## src/rtl/button_bounce_gen.sv

```systemverilog
// Mechanical push-button emulator: drives btn_out to a requested level through a burst of
// contact-bounce toggles, then holds it for a settle window. Define BOUNCE_RANDOM_EN for LFSR hold times.
module button_bounce_gen #(
  parameter int          NUM_BOUNCES   = 3,
  parameter int          HOLD_W        = 6,
  parameter int          SETTLE_CYCLES = 2048,
  parameter logic [15:0] SEED          = 16'hACE1
) (
  input  logic       clk,
  input  logic       negated_reset,
  input  logic       req_valid,
  input  logic       req_level,
  output logic       req_ready,
  output logic       btn_out,
  output logic       busy,
  output logic       done,
  output logic [7:0] toggle_count
);

  localparam int                   SETTLE_W      = $clog2(SETTLE_CYCLES + 1);
  localparam logic [7:0]           TOTAL_TOGGLES = 8'(2 * NUM_BOUNCES + 1);
  localparam logic [SETTLE_W-1:0]  SETTLE_LOAD   = SETTLE_W'(SETTLE_CYCLES);
  localparam logic [SETTLE_W-1:0]  SETTLE_ONE    = SETTLE_W'(1);
  localparam logic [HOLD_W-1:0]    HOLD_ONE      = HOLD_W'(1);

  typedef enum logic [1:0] {
    ST_IDLE    = 2'd0,
    ST_CHATTER = 2'd1,
    ST_SETTLE  = 2'd2
  } state_t;

  state_t              state_q, state_d;
  logic                btn_q, btn_d;
  logic                done_q, done_d;
  logic [7:0]          cnt_q, cnt_d;
  logic [HOLD_W-1:0]   hold_q, hold_d;
  logic [SETTLE_W-1:0] settle_q, settle_d;
  logic [HOLD_W-1:0]   hold_next;

`ifdef BOUNCE_RANDOM_EN
  localparam logic [15:0] SEED_EFF = (SEED == 16'h0000) ? 16'h0001 : SEED;

  logic [15:0] lfsr_q, lfsr_d;

  // Galois LFSR free-runs every cycle so hold lengths vary with request timing too.
  always_comb begin
    lfsr_d = lfsr_q >> 1;
    if (lfsr_q[0]) begin
      lfsr_d = lfsr_d ^ 16'hB400;
    end
  end

  always_ff @(posedge clk) begin
    if (!negated_reset) begin
      lfsr_q <= SEED_EFF;
    end else begin
      lfsr_q <= lfsr_d;
    end
  end

  assign hold_next = (lfsr_q[HOLD_W-1:0] == '0) ? HOLD_ONE : lfsr_q[HOLD_W-1:0];
`else
  localparam logic [HOLD_W-1:0] HOLD_FIXED = HOLD_W'(1) << (HOLD_W - 1);

  assign hold_next = HOLD_FIXED;
`endif

  // Handshake: a request transfers on a rising edge where req_valid && req_ready;
  // req_ready is high only in IDLE, and anything offered while busy is dropped, not queued.
  always_comb begin
    state_d  = state_q;
    btn_d    = btn_q;
    done_d   = 1'b0;
    cnt_d    = cnt_q;
    hold_d   = hold_q;
    settle_d = settle_q;
    case (state_q)
      ST_IDLE: begin
        if (req_valid) begin
          if (req_level != btn_q) begin
            btn_d = ~btn_q;
            cnt_d = 8'd1;
            if (TOTAL_TOGGLES == 8'd1) begin
              settle_d = SETTLE_LOAD;
              state_d  = ST_SETTLE;
            end else begin
              hold_d  = hold_next;
              state_d = ST_CHATTER;
            end
          end else begin
            cnt_d    = 8'd0;
            settle_d = SETTLE_LOAD;
            state_d  = ST_SETTLE;
          end
        end
      end
      ST_CHATTER: begin
        if (hold_q == HOLD_ONE) begin
          btn_d = ~btn_q;
          cnt_d = cnt_q + 8'd1;
          // An odd toggle total always lands on the requested level.
          if ((cnt_q + 8'd1) == TOTAL_TOGGLES) begin
            settle_d = SETTLE_LOAD;
            state_d  = ST_SETTLE;
          end else begin
            hold_d = hold_next;
          end
        end else begin
          hold_d = hold_q - HOLD_ONE;
        end
      end
      ST_SETTLE: begin
        if (settle_q == SETTLE_ONE) begin
          done_d  = 1'b1;
          state_d = ST_IDLE;
        end else begin
          settle_d = settle_q - SETTLE_ONE;
        end
      end
      default: begin
        state_d = ST_IDLE;
      end
    endcase
  end

  always_ff @(posedge clk) begin
    if (!negated_reset) begin
      state_q  <= ST_IDLE;
      btn_q    <= 1'b0;
      done_q   <= 1'b0;
      cnt_q    <= 8'd0;
      hold_q   <= '0;
      settle_q <= '0;
    end else begin
      state_q  <= state_d;
      btn_q    <= btn_d;
      done_q   <= done_d;
      cnt_q    <= cnt_d;
      hold_q   <= hold_d;
      settle_q <= settle_d;
    end
  end

  assign req_ready    = (state_q == ST_IDLE);
  assign busy         = ~req_ready;
  assign btn_out      = btn_q;
  assign done         = done_q;
  assign toggle_count = cnt_q;

endmodule

```

## config.mk

```make
export PLATFORM = sky130hd
export DESIGN_NAME = button_bounce_gen
export DESIGN_NICKNAME = d
export VERILOG_FILES = /design/src/rtl/button_bounce_gen.sv
export SDC_FILE = /design/constraint.sdc
export NUM_CORES = 1
export LEC_CHECK = 0
export ABC_AREA = 0
export CORE_MARGIN = 1.5
export CORE_UTILIZATION = 51
export CTS_CLUSTER_DIAMETER = 150
export DETAILED_ROUTE_END_ITERATION = 12
export HOLD_SLACK_MARGIN = 0.02
export PLACE_DENSITY_LB_ADDON = 0.25
export RECOVER_POWER = 25
export SLEW_MARGIN = 20
export SYNTH_ARGS = -nofsm -noshare
export SYNTH_HDL_FRONTEND = slang
export SYNTH_SLANG_ARGS = --single-unit
```

## constraint.sdc

```tcl
create_clock -name clk -period 1.75 [get_ports clk]
set_input_delay 0.525 -clock clk [delete_from_list [all_inputs] [get_ports clk]]
set_output_delay 0.525 -clock clk [all_outputs]
set_load 0.02 [all_outputs]
```

* Yosys cells after proc, flatten, opt, wreduce, memory -nomap -nowiden
Index checks and enable logic that the tools add are counted.
** Storage, ports and cells
- Bits in registers :: 30
- Logic and storage cells :: 60
** Cells by class
- Add/subtract/negate cells :: 3
- Equality and inequality tests :: 14
- Mux-type cells :: 26
- Bitwise logic cells :: 2
- Reductions and logical operators :: 9
** Operators by type and width (number)
- $mux 12 :: 5
- $pmux 12 s3 :: 1
- $mux 6 :: 4
- $mux 8 :: 2
- $pmux 8 s2 :: 1
- $eq 12x1->1 const B :: 1
- $ne 2x2->1 const B :: 6
- $pmux 6 s2 :: 1
- $reduce_and 4->1 :: 3
- $sub 12x1->12 const B :: 1
- $mux 2 :: 5
- $add 8x1->8 const B :: 1
- $eq 8x3->1 const B :: 1
- $eq 6x1->1 const B :: 1
- $pmux 2 s3 :: 1
- $reduce_and 6->1 :: 1
- $sub 6x1->6 const B :: 1
- $mux 1 :: 5
- $ne 3x3->1 const B :: 1
- $reduce_and 3->1 :: 1
- $reduce_bool 3->1 :: 1
- $eq 2x1->1 const B :: 1
- $eq 2x2->1 const B :: 1
- $logic_not 2->1 :: 1
- 6 further kinds :: 7

* Depth between registers and ports, before layout
- Depth in word-level cells :: 5
- Depth in mapped cells :: 8

* Worst setup path after synthesis
No wires, ideal clock.
- Path type :: reg2reg
- Start point :: reg settle_q[0]
- End point :: reg settle_q[11]
- Library setup time :: 117 ps
- Data arrival time :: 1819 ps
- Data required time :: 1633 ps
- Slack :: -186 ps
- Cell stages (with the launch flop) :: 5
- Path buffers :: 0
- Cell sequence :: dfxtp_1 or4_4 or2_4 or4b_1 a32o_1
** Between the ends
- Word-level cells in the longest chain between the ends :: 3
- Elaborated cells between the ends (all ways) :: 6
- Classes of those cells :: add/sub (1); eq/ne (2); mux (2); reduce/logical (1)
** Ends and longest elaborated chain
- start: declaration :: line 37 : logic [SETTLE_W-1:0] settle_q, settle_d;
- start signal: assignment :: line 140 : settle_q <= settle_d;
- $sub 12x1->12 / $eq 12x1->1 (equally long branches) :: line 117, 113
- $mux 12 / $ne 2x2->1 (equally long branches)
- $pmux 12 s3 / $reduce_and 6->1 (equally long branches)
Several ways; a longest one is shown, not always the timed one. The select of a mux whose other input is x is not followed.
A chain may end at the register's enable or synchronous reset.

* Worst setup path after layout
- Start point :: reg settle_q[1]
- End point :: reg settle_q[11]
The elaborated chain is that of the path after synthesis.

==> flow_summary.yaml <==
setup_path:
  r2r-start: "settle_q[1]$_SDFFE_PN0P_"
  r2r_end: "settle_q[11]$_SDFFE_PN0P_"
  cp_slowest_cell: "or4_4"
  end_kind: "flip-flop"
  ff2ff_path_depth: 4
  path_cells: "or4_4 -> or2_4 -> or4b_4 -> a32o_1"
  ff2ff_setup_slack_ns: -0.17
  worstPathArrival_ns: 2.17
  critPathMaxFanout: 4
  critPathKind: "flip-flop to flip-flop"
  critPathLaunchType: "flip-flop"
  cpPeakStageDelay_ns: 0.53
  cp_data_required_time_ns: 2.00
power:
  ir_drop_uv: 661
  power_w: 0.00221
  power_density_nw_per_um2: 919
  p_leak_nw: 1.02
logic_synthesis:
  seq_area_frac_synth: 0.346
  syn-instance-count: 209
  synth-seq-cells: 30
  syn_area_per_cell_sq_um: 8.32
  syn-num-nets: 219
  ys_types: 53
  synth_edf_count: 0
  synth_async_sr_flop_share: 0
  yosysTopAreaCell: "dfxtp_1"
  netlist_area_sq_um: 1740
  ys_top_cells_by_area: "dfxtp_1 (35%), nand2_1 (5.4%), o21ai_0 (5.2%)"
  synthFlopType: "dfxtp_1"
  synth_top_area_share: 0.346
  synth_warnings: 0
floorplan:
  io_pins: 16
  initial_utilization: 0.525
  die_w_um: 61.4
  placementRows: 21
  core-area_sq_um: 3310
  dieArea_sq_um: 3770
  die_h_um: 61.4
cts:
  ctsHoldBuffers: 0
  cts_buffer_depth: 2
  clk_pin_slew_worst_paths_ns: 0.10
  cts_tree: "built"
  clock_latency_ns: 0.35
  root_buffer: "clkbuf_4"
  ctsHtreeMaxLevel: 2
  cts_buffers: 5
  cts_sinks: 30
cells_and_area:
  fill_cells: 264
  drive_gt1_frac: 0.335
  final_common_cell: "buf_4"
  final_util: 0.728
  final_cell_mix: "buf_4 (39), nand2_1 (25), dfxtp_1 (23)"
  area_growth_pct: 38.7
  fin_cells: 312
  nNetsFinal: 275
  diodes: 0
placement:
  hpwl_mm: 3.16
  place_inst: 301
  gp_congestion: 0.839
  placement.io_buffers: 15
global_routing:
  grt_pass1_wl_mm: 7.27
  grt_pass1_vias: 1638
  track_usage: 0.261
  grt_max_degree: 37
  overflow: 0
  antenna_found_initial: 0
sta:
  rsz0062_at_grt: "yes"
  fin_ws_ns: -0.168
  finalMaxSlewViolations: 0
  setup_viol: 18
  hold_ws_ns: 0.491
  fmax_mhz: 521
  final-hold-violation-count: 0
  final.min_clock_period_ns: 1.92
  tightest_slew_ns: 0.463
  maxSlewHeadroom: 0.689
  fin_crit_sh: 1.10
  finClkSkew_ns: 0.0101
drt:
  drt-pass1-iter-count: 4
  drc: 0
  dr.first_iter.drc_count: 160
  totalWireLength_mm: 4.75
  ant_nets: 0
  num_vias: 1816
  routedWlPerCell_um: 15.2
  viasPerCell: 5.82
min_path:
  min_from: "settle_q[6]$_SDFFE_PN0P_"
  hold_path.class: "flip-flop to flip-flop"
  hold_path_end: "settle_q[6]$_SDFFE_PN0P_"
  worstHoldPathCells: 2
job:
  max-cap-violations: 0
outcome:
  violations: "setup timing"
  status: "complete, but fails checks"
==> where the power goes <==
part           internal, W  leakage, nW  switching, W  total, W
clock             0.000193       0.0343      0.000271  0.000464
combinational     0.000481        0.736      0.000459  0.000941
sequential        0.000754        0.248     0.0000547  0.000809
total              0.00143         1.02      0.000785   0.00221
==> through the flow <==
step	cell area (sq um)	worst slack, ns	setup TNS, ns
global route	2410	-0.222	-3.06
floorplan	1760	-0.153	-0.376
detailed placement	2230	-0.370	-5.39
finish	2410	-0.168	-1.22
CTS	2320	-0.155	-1.12
global placement	2230	-0.305	-4.51
==> cells in the mapped netlist, types with 5 or more instances <==
cell type and number:
nand2_1 25, dfxtp_1 30, nor2b_1 5, a31oi_1 7
clkbuf_1 6, a21boi_0 8, nand3_1 6, nor2_1 11
o22ai_1 5, or3_1 5, ha_1 6, inv_1 10
o21ai_0 18
==> timing repair <==
action / CTS / global route
pin swaps: 2 / 7
setup buffers: 2 / 0
resized for setup: 29 / 32
cloned: 1 / 1
endpoints found under the setup margin: 28 / 30
==> layout make-up <==
cell class | instances | area, sq um | share of cell area
sequential | 30 | 614 | 0.255
multi-input combinational | 159 | 1140 | 0.475
inverter | 10 | 37.5 | 0.0156
clock buffer | 6 | 51.3 | 0.0213
timing repair buffer | 59 | 492 | 0.204
clock inverter | 2 | 12.5 | 0.00519
tap | 46 | 57.6 | 0.0239
==> registers in the layout, indices dropped and copies added (netlist names) <==
name	cells
btn_out	1
settle_q	12
toggle_count	8
state_q	2
hold_q	6
done	1
==> worst max-delay path, delay by kind of cell (launching register included) <==
kind               cells  cell delay, ns
and+or+nand+nor        3            1.26
AOI/OAI and AO/OA      1            0.22
DFF                    1            0.35
==> logic make-up after synthesis <==
logic type | Yosys count | share of synthesized area
xor+xnor | 5 | 0.0252
compound gates | 65 | 0.263
flops | 30 | 0.346
fa+ha+maj | 6 | 0.0432
mux | 2 | 0.0115
simple gates | 81 | 0.256
buf+inv | 20 | 0.0562
==> worst max path at each step <==
stage,startpoint,end,slack (ns)
4_1_cts,settle_q[1]$_SDFFE_PN0P_,settle_q[11]$_SDFFE_PN0P_,-0.16
2_1_floorplan,settle_q[1]$_SDFFE_PN0P_,settle_q[11]$_SDFFE_PN0P_,-0.15
5_1_grt,settle_q[1]$_SDFFE_PN0P_,settle_q[11]$_SDFFE_PN0P_,-0.22
6_report,settle_q[1]$_SDFFE_PN0P_,settle_q[11]$_SDFFE_PN0P_,-0.17
3_3_place_gp,req_level,settle_q[1]$_SDFFE_PN0P_,-0.30
3_5_place_dp,req_level,settle_q[1]$_SDFFE_PN0P_,-0.37
==> metal layers <==
metal  vias up  wire [um]  global-route usage
met5         -          0                   0
met1       875       2030               0.319
met3        11        174              0.0714
li1        888          -                   -
met2        42       2430               0.445
met4         0        106              0.0881
No activity file was read; power rests on OpenSTA's default activity.
